File: config.mk
export PLATFORM = sky130hd
export DESIGN_NAME = day_counter
export DESIGN_NICKNAME = d
export VERILOG_FILES = /design/src/rtl/clock_cal_pkg.sv /design/src/rtl/day_counter_month_length.sv /design/src/rtl/day_counter.sv
export SDC_FILE = /design/constraint.sdc
export NUM_CORES = 1
export LEC_CHECK = 0
export ABC_AREA = 1
export BUFFER_PORTS_ARGS = -buffer_cell sky130_fd_sc_hd__buf_2
export CAP_MARGIN = 20
export CELL_PAD_IN_SITES_DETAIL_PLACEMENT = 0
export CELL_PAD_IN_SITES_GLOBAL_PLACEMENT = 1
export CORE_AREA = 5 5 55 57
export CTS_CLUSTER_SIZE = 30
export DETAILED_ROUTE_END_ITERATION = 10
export DIE_AREA = 0 0 60 62
export HOLD_SLACK_MARGIN = 0.06
export PLACE_DENSITY = 0.81
export SYNTH_ARGS = -nofsm -noshare
export SYNTH_HDL_FRONTEND = slang
export SYNTH_SLANG_ARGS = --single-unit
File: constraint.sdc
create_clock -name clk -period 1.9 [get_ports clk]
set_input_delay 0.19 -clock clk [delete_from_list [all_inputs] [get_ports clk]]
set_output_delay 0.19 -clock clk [all_outputs]
set_load 0.005 [all_outputs]
File: src/rtl/clock_cal_pkg.sv
`default_nettype none
// ============================================================================
// Module   : clock_cal_pkg
// Brief    : Shared widths, month constants and leap rule for the calendar.
// Revision : 1.0 - initial release
// ============================================================================
package clock_cal_pkg;

    localparam int DAY_W   = 5;
    localparam int MONTH_W = 4;
    localparam int YEAR_W  = 7;

    localparam logic [MONTH_W-1:0] JAN = 4'd1;
    localparam logic [MONTH_W-1:0] FEB = 4'd2;
    localparam logic [MONTH_W-1:0] MAR = 4'd3;
    localparam logic [MONTH_W-1:0] APR = 4'd4;
    localparam logic [MONTH_W-1:0] MAY = 4'd5;
    localparam logic [MONTH_W-1:0] JUN = 4'd6;
    localparam logic [MONTH_W-1:0] JUL = 4'd7;
    localparam logic [MONTH_W-1:0] AUG = 4'd8;
    localparam logic [MONTH_W-1:0] SEP = 4'd9;
    localparam logic [MONTH_W-1:0] OCT = 4'd10;
    localparam logic [MONTH_W-1:0] NOV = 4'd11;
    localparam logic [MONTH_W-1:0] DEC = 4'd12;

    // Years are offsets from 2000; every multiple of four in 2000..2099 is leap.
    function automatic logic is_leap(input logic [YEAR_W-1:0] year);
        return (year % YEAR_W'(4)) == '0;
    endfunction

endpackage
`default_nettype wire

File: src/rtl/day_counter_month_length.sv
`default_nettype none
// ============================================================================
// Module   : month_length
// Brief    : Combinational days-in-month lookup from month and year offset.
// Revision : 1.0 - initial release
// ============================================================================
module month_length #(
    parameter int DAY_W   = clock_cal_pkg::DAY_W,
    parameter int MONTH_W = clock_cal_pkg::MONTH_W,
    parameter int YEAR_W  = clock_cal_pkg::YEAR_W
) (
    input  logic [MONTH_W-1:0] month,
    input  logic [YEAR_W-1:0]  year,
    output logic [DAY_W-1:0]   dim
);
    import clock_cal_pkg::*;

    // Illegal months fall through to 31 so a loaded day is never falsely rejected.
    always_comb begin
        dim = DAY_W'(31);
        case (month)
            APR, JUN, SEP, NOV: dim = DAY_W'(30);
            FEB:                dim = is_leap(year) ? DAY_W'(29) : DAY_W'(28);
            default:            dim = DAY_W'(31);
        endcase
    end

endmodule
`default_nettype wire

File: src/rtl/day_counter.sv
`default_nettype none
// ============================================================================
// Module   : day_counter
// Brief    : Day-of-month counter with month carry, load, set-increment, clamp.
// Revision : 1.0 - initial release
// ============================================================================
module day_counter #(
    parameter int DAY_W   = clock_cal_pkg::DAY_W,
    parameter int MONTH_W = clock_cal_pkg::MONTH_W,
    parameter int YEAR_W  = clock_cal_pkg::YEAR_W
) (
    input  logic               clk,
    input  logic               rst_n,
    input  logic               tick,
    input  logic               adj_up,
    input  logic               load,
    input  logic [DAY_W-1:0]   load_day,
    input  logic [MONTH_W-1:0] month,
    input  logic [YEAR_W-1:0]  year,
    output logic [DAY_W-1:0]   day,
    output logic               month_inc,
    output logic               load_err,
    output logic [DAY_W-1:0]   dim
);

    logic [DAY_W-1:0] day_q, day_d;
    logic             inc_q, inc_d;
    logic             err_q, err_d;
    logic             day_wrap;

    month_length #(
        .DAY_W   (DAY_W),
        .MONTH_W (MONTH_W),
        .YEAR_W  (YEAR_W)
    ) u_month_length (
        .month (month),
        .year  (year),
        .dim   (dim)
    );

    assign day_wrap = (day_q >= dim);

    // Exactly one action per edge: load, then tick, then adj_up, then clamp.
    always_comb begin
        day_d = day_q;
        inc_d = 1'b0;
        err_d = 1'b0;
        if (load) begin
            if ((load_day != '0) && (load_day <= dim)) begin
                day_d = load_day;
            end else begin
                err_d = 1'b1;
            end
        end else if (tick) begin
            if (day_wrap) begin
                day_d = DAY_W'(1);
                inc_d = 1'b1;
            end else begin
                day_d = day_q + DAY_W'(1);
            end
        end else if (adj_up) begin
            day_d = day_wrap ? DAY_W'(1) : day_q + DAY_W'(1);
        end else if (day_q > dim) begin
            day_d = dim;
        end
    end

    always_ff @(posedge clk or negedge rst_n) begin
        if (!rst_n) begin
            day_q <= DAY_W'(1);
            inc_q <= 1'b0;
            err_q <= 1'b0;
        end else begin
            day_q <= day_d;
            inc_q <= inc_d;
            err_q <= err_d;
        end
    end

    assign day       = day_q;
    assign month_inc = inc_q;
    assign load_err  = err_q;

endmodule
`default_nettype wire
==> metrics.txt <==
worst-path maximum fanout=4; routed len/inst=10.4 microns; Tmin final=between 1500 and 2000 ps; Total GRT Usage=0.107; Layout Utilization=0.360; first-pass GRT wire length=between 3 and 4 mm; clock root buffer=clkbuf_4; IO Port Bufs=24; Synth warnings=0; DRC violations left=0; count of cell types in the netlist=22; final setup fails=0; Clock transition at path regs=approximately 50 ps; drt initial violations=8; outcome=complete, no violations; unrepaired setup endpoints after global routing=false; clock skew=about 6.1 ps; non-filler cells in the finished layout=between 150 and 200; Max Clock Freq=0.633 GHz; pwr dens=~640 nW/um^2; DIE AREA=roughly 3700 sq um; Routed Antenna Nets=0; Seq/Total Area, Yosys=0.250; clk sinks=7; layout cell share with drive strength beyond 1=0.279; Cells after DPL=161; Synth Cell Area=roughly 700 sq um; H-tree depth=1; MaxCap Viol Count=0; CP required=about 2100 ps; Setup Crit Path Kind=flop to flop; period utilization=0.832; core area=around 2400 sq um; grt ovf=0; Worst R2R Path Depth=9; fin nets=approximately 160; area grow syn2layout=24.3%; Yosys top cell area share=0.213; # rows=18; initial antenna violation count=0; post-synthesis register bit count=7; leakage power=between 0.5 and 0.6 nW; die span in y=62 microns; Arrival @ worst endpoint=about 1800 ps; drt total wl=approximately 1.7 mm; worst skew pair latency=roughly 250 ps; CP Capture Type=flop; Hold Path Stages=3; syn avg cell area=between 6 and 7 sq um; # IOs=33; final hold vios=0; top cells by area, synth=dfrtp_1, nand2_1, ha_1, nand3_1, inv_1; CTS Buffer Depth=2; Syn Inst Count=109; final estimated routing congestion in global placement=0.802; vias in the first global route=727; # diodes=0; total CTS buffers=3; worst hold path type=primary input to flop; cts repair resizes=0; CTS tree=done; Startpoint Class=flop; largest net degree at the start of global routing=10; Setup Fix Bufs, Post-CTS=0; Starting Density=0.290; CTS hold repair buffers=1; drt first pass iters=3; peak supply drop=0.406 mV; pins over their slew limit=0; chip width=approximately 60 microns; Setup TNS=0 ps; post-DP HPWL=1.45 mm; vias after detailed routing=~740; vias per inst=4.43; largest area contributor in the netlist=dfrtp_1
==> synth_stat cells, drive strengths merged <==
cell    number
nor2        12
nand4        2
nor3         1
dfstp        1
buf          5
a22oi        1
nand2       38
dfrtp        6
o21bai       1
a21oi        2
conb         1
ha           5
inv         15
o21ai        5
nand3       13
or2          1
==> report_power, final <==
group	switching (mW)	internal, mW
combinational	0.125	0.0936
clock	0.0544	0.0801
sequential	0.0349	0.174
total	0.215	0.347
==> sequential cells by signal, indices dropped and copies added (netlist names) <==
| signal | cells |
|---|---|
| day | 5 |
| load_err | 1 |
| month_inc | 1 |
==> critical path: stages, from the launching register on <==
cell and delay [ps]:
dfstp_2 530, inv_1 40, ha_1 270, nand2_1 100, inv_1 50, nand2_1 120
nand2_1 100, o21ai_0 170, nand2_1 70, nand2_1 60
==> cell type report <==
cell class                      count  area [sq um]
Timing Repair Buffer               26           138
Sequential cell                     7           176
Multi-Input combinational cell     84           439
Tap cell                           30          37.5
Fill cell                         296          1560
Inverter                           15          58.8
Clock buffer                        4          26.3
==> stage by stage <==
| stage | hold slack, ps | instance area [sq um] | setup WS (ps) | total power [mW] |
|---|---|---|---|---|
| 2_1_floorplan | -106 | 712 | 380 | 0.355 |
| 3_3_place_gp | 20.4 | 840 | 179 | 0.425 |
| 3_5_place_dp | 29.6 | 840 | 123 | 0.433 |
| 4_1_cts | 179 | 876 | 317 | 0.574 |
| 5_1_grt | 182 | 876 | 144 | 0.622 |
| 6_report | 184 | 876 | 320 | 0.562 |
==> metal layers <==
metal | global-route usage | part of all wire | vias up
met5 | 0 | 0 | -
met4 | 0.0285 | 0 | 0
met2 | 0.193 | 0.51 | 16
met3 | 0.0310 | 0.051 | 0
li1 | - | - | 393
met1 | 0.125 | 0.44 | 327
==> placed cells by master (no fill, tap or decap) <==
cell type / n
inv_2: 1
dfstp_2: 1
nor3_2: 1
clkbuf_4: 3
o21bai_1: 1
nand2_1: 36
or2_2: 1
o21ai_0: 5
a21oi_1: 2
a22oi_1: 1
buf_4: 1
inv_4: 1
conb_1: 3
ha_1: 5
nor2_1: 10
buf_2: 24
clkbuf_1: 1
nand3_2: 1
dlygate4sd3_1: 1
inv_1: 13
nand4_1: 2
nor2_4: 1
nand3_1: 12
nor2_8: 1
nand2_2: 2
dfrtp_1: 6
==> worst paths after layout <==
check                           startpoint        end  slack [ps]
worst min-delay path                  tick  month_inc         180
worst max-delay path                day[0]     day[1]         320
worst max register to register      day[0]     day[1]         320
min in group asynchronous            rst_n     day[3]         300
worst min register to register      day[4]     day[4]         550
max in group asynchronous            rst_n     day[0]        1380
==> logic make-up after synthesis <==
group           Yosys count  synth area share
buf+inv                  20             0.137
simple gates             67             0.448
other cells               1           0.00532
fa+ha+maj                 5            0.0888
flops                     7             0.250
compound gates            9            0.0711
(Power assumes the default switching activity.)
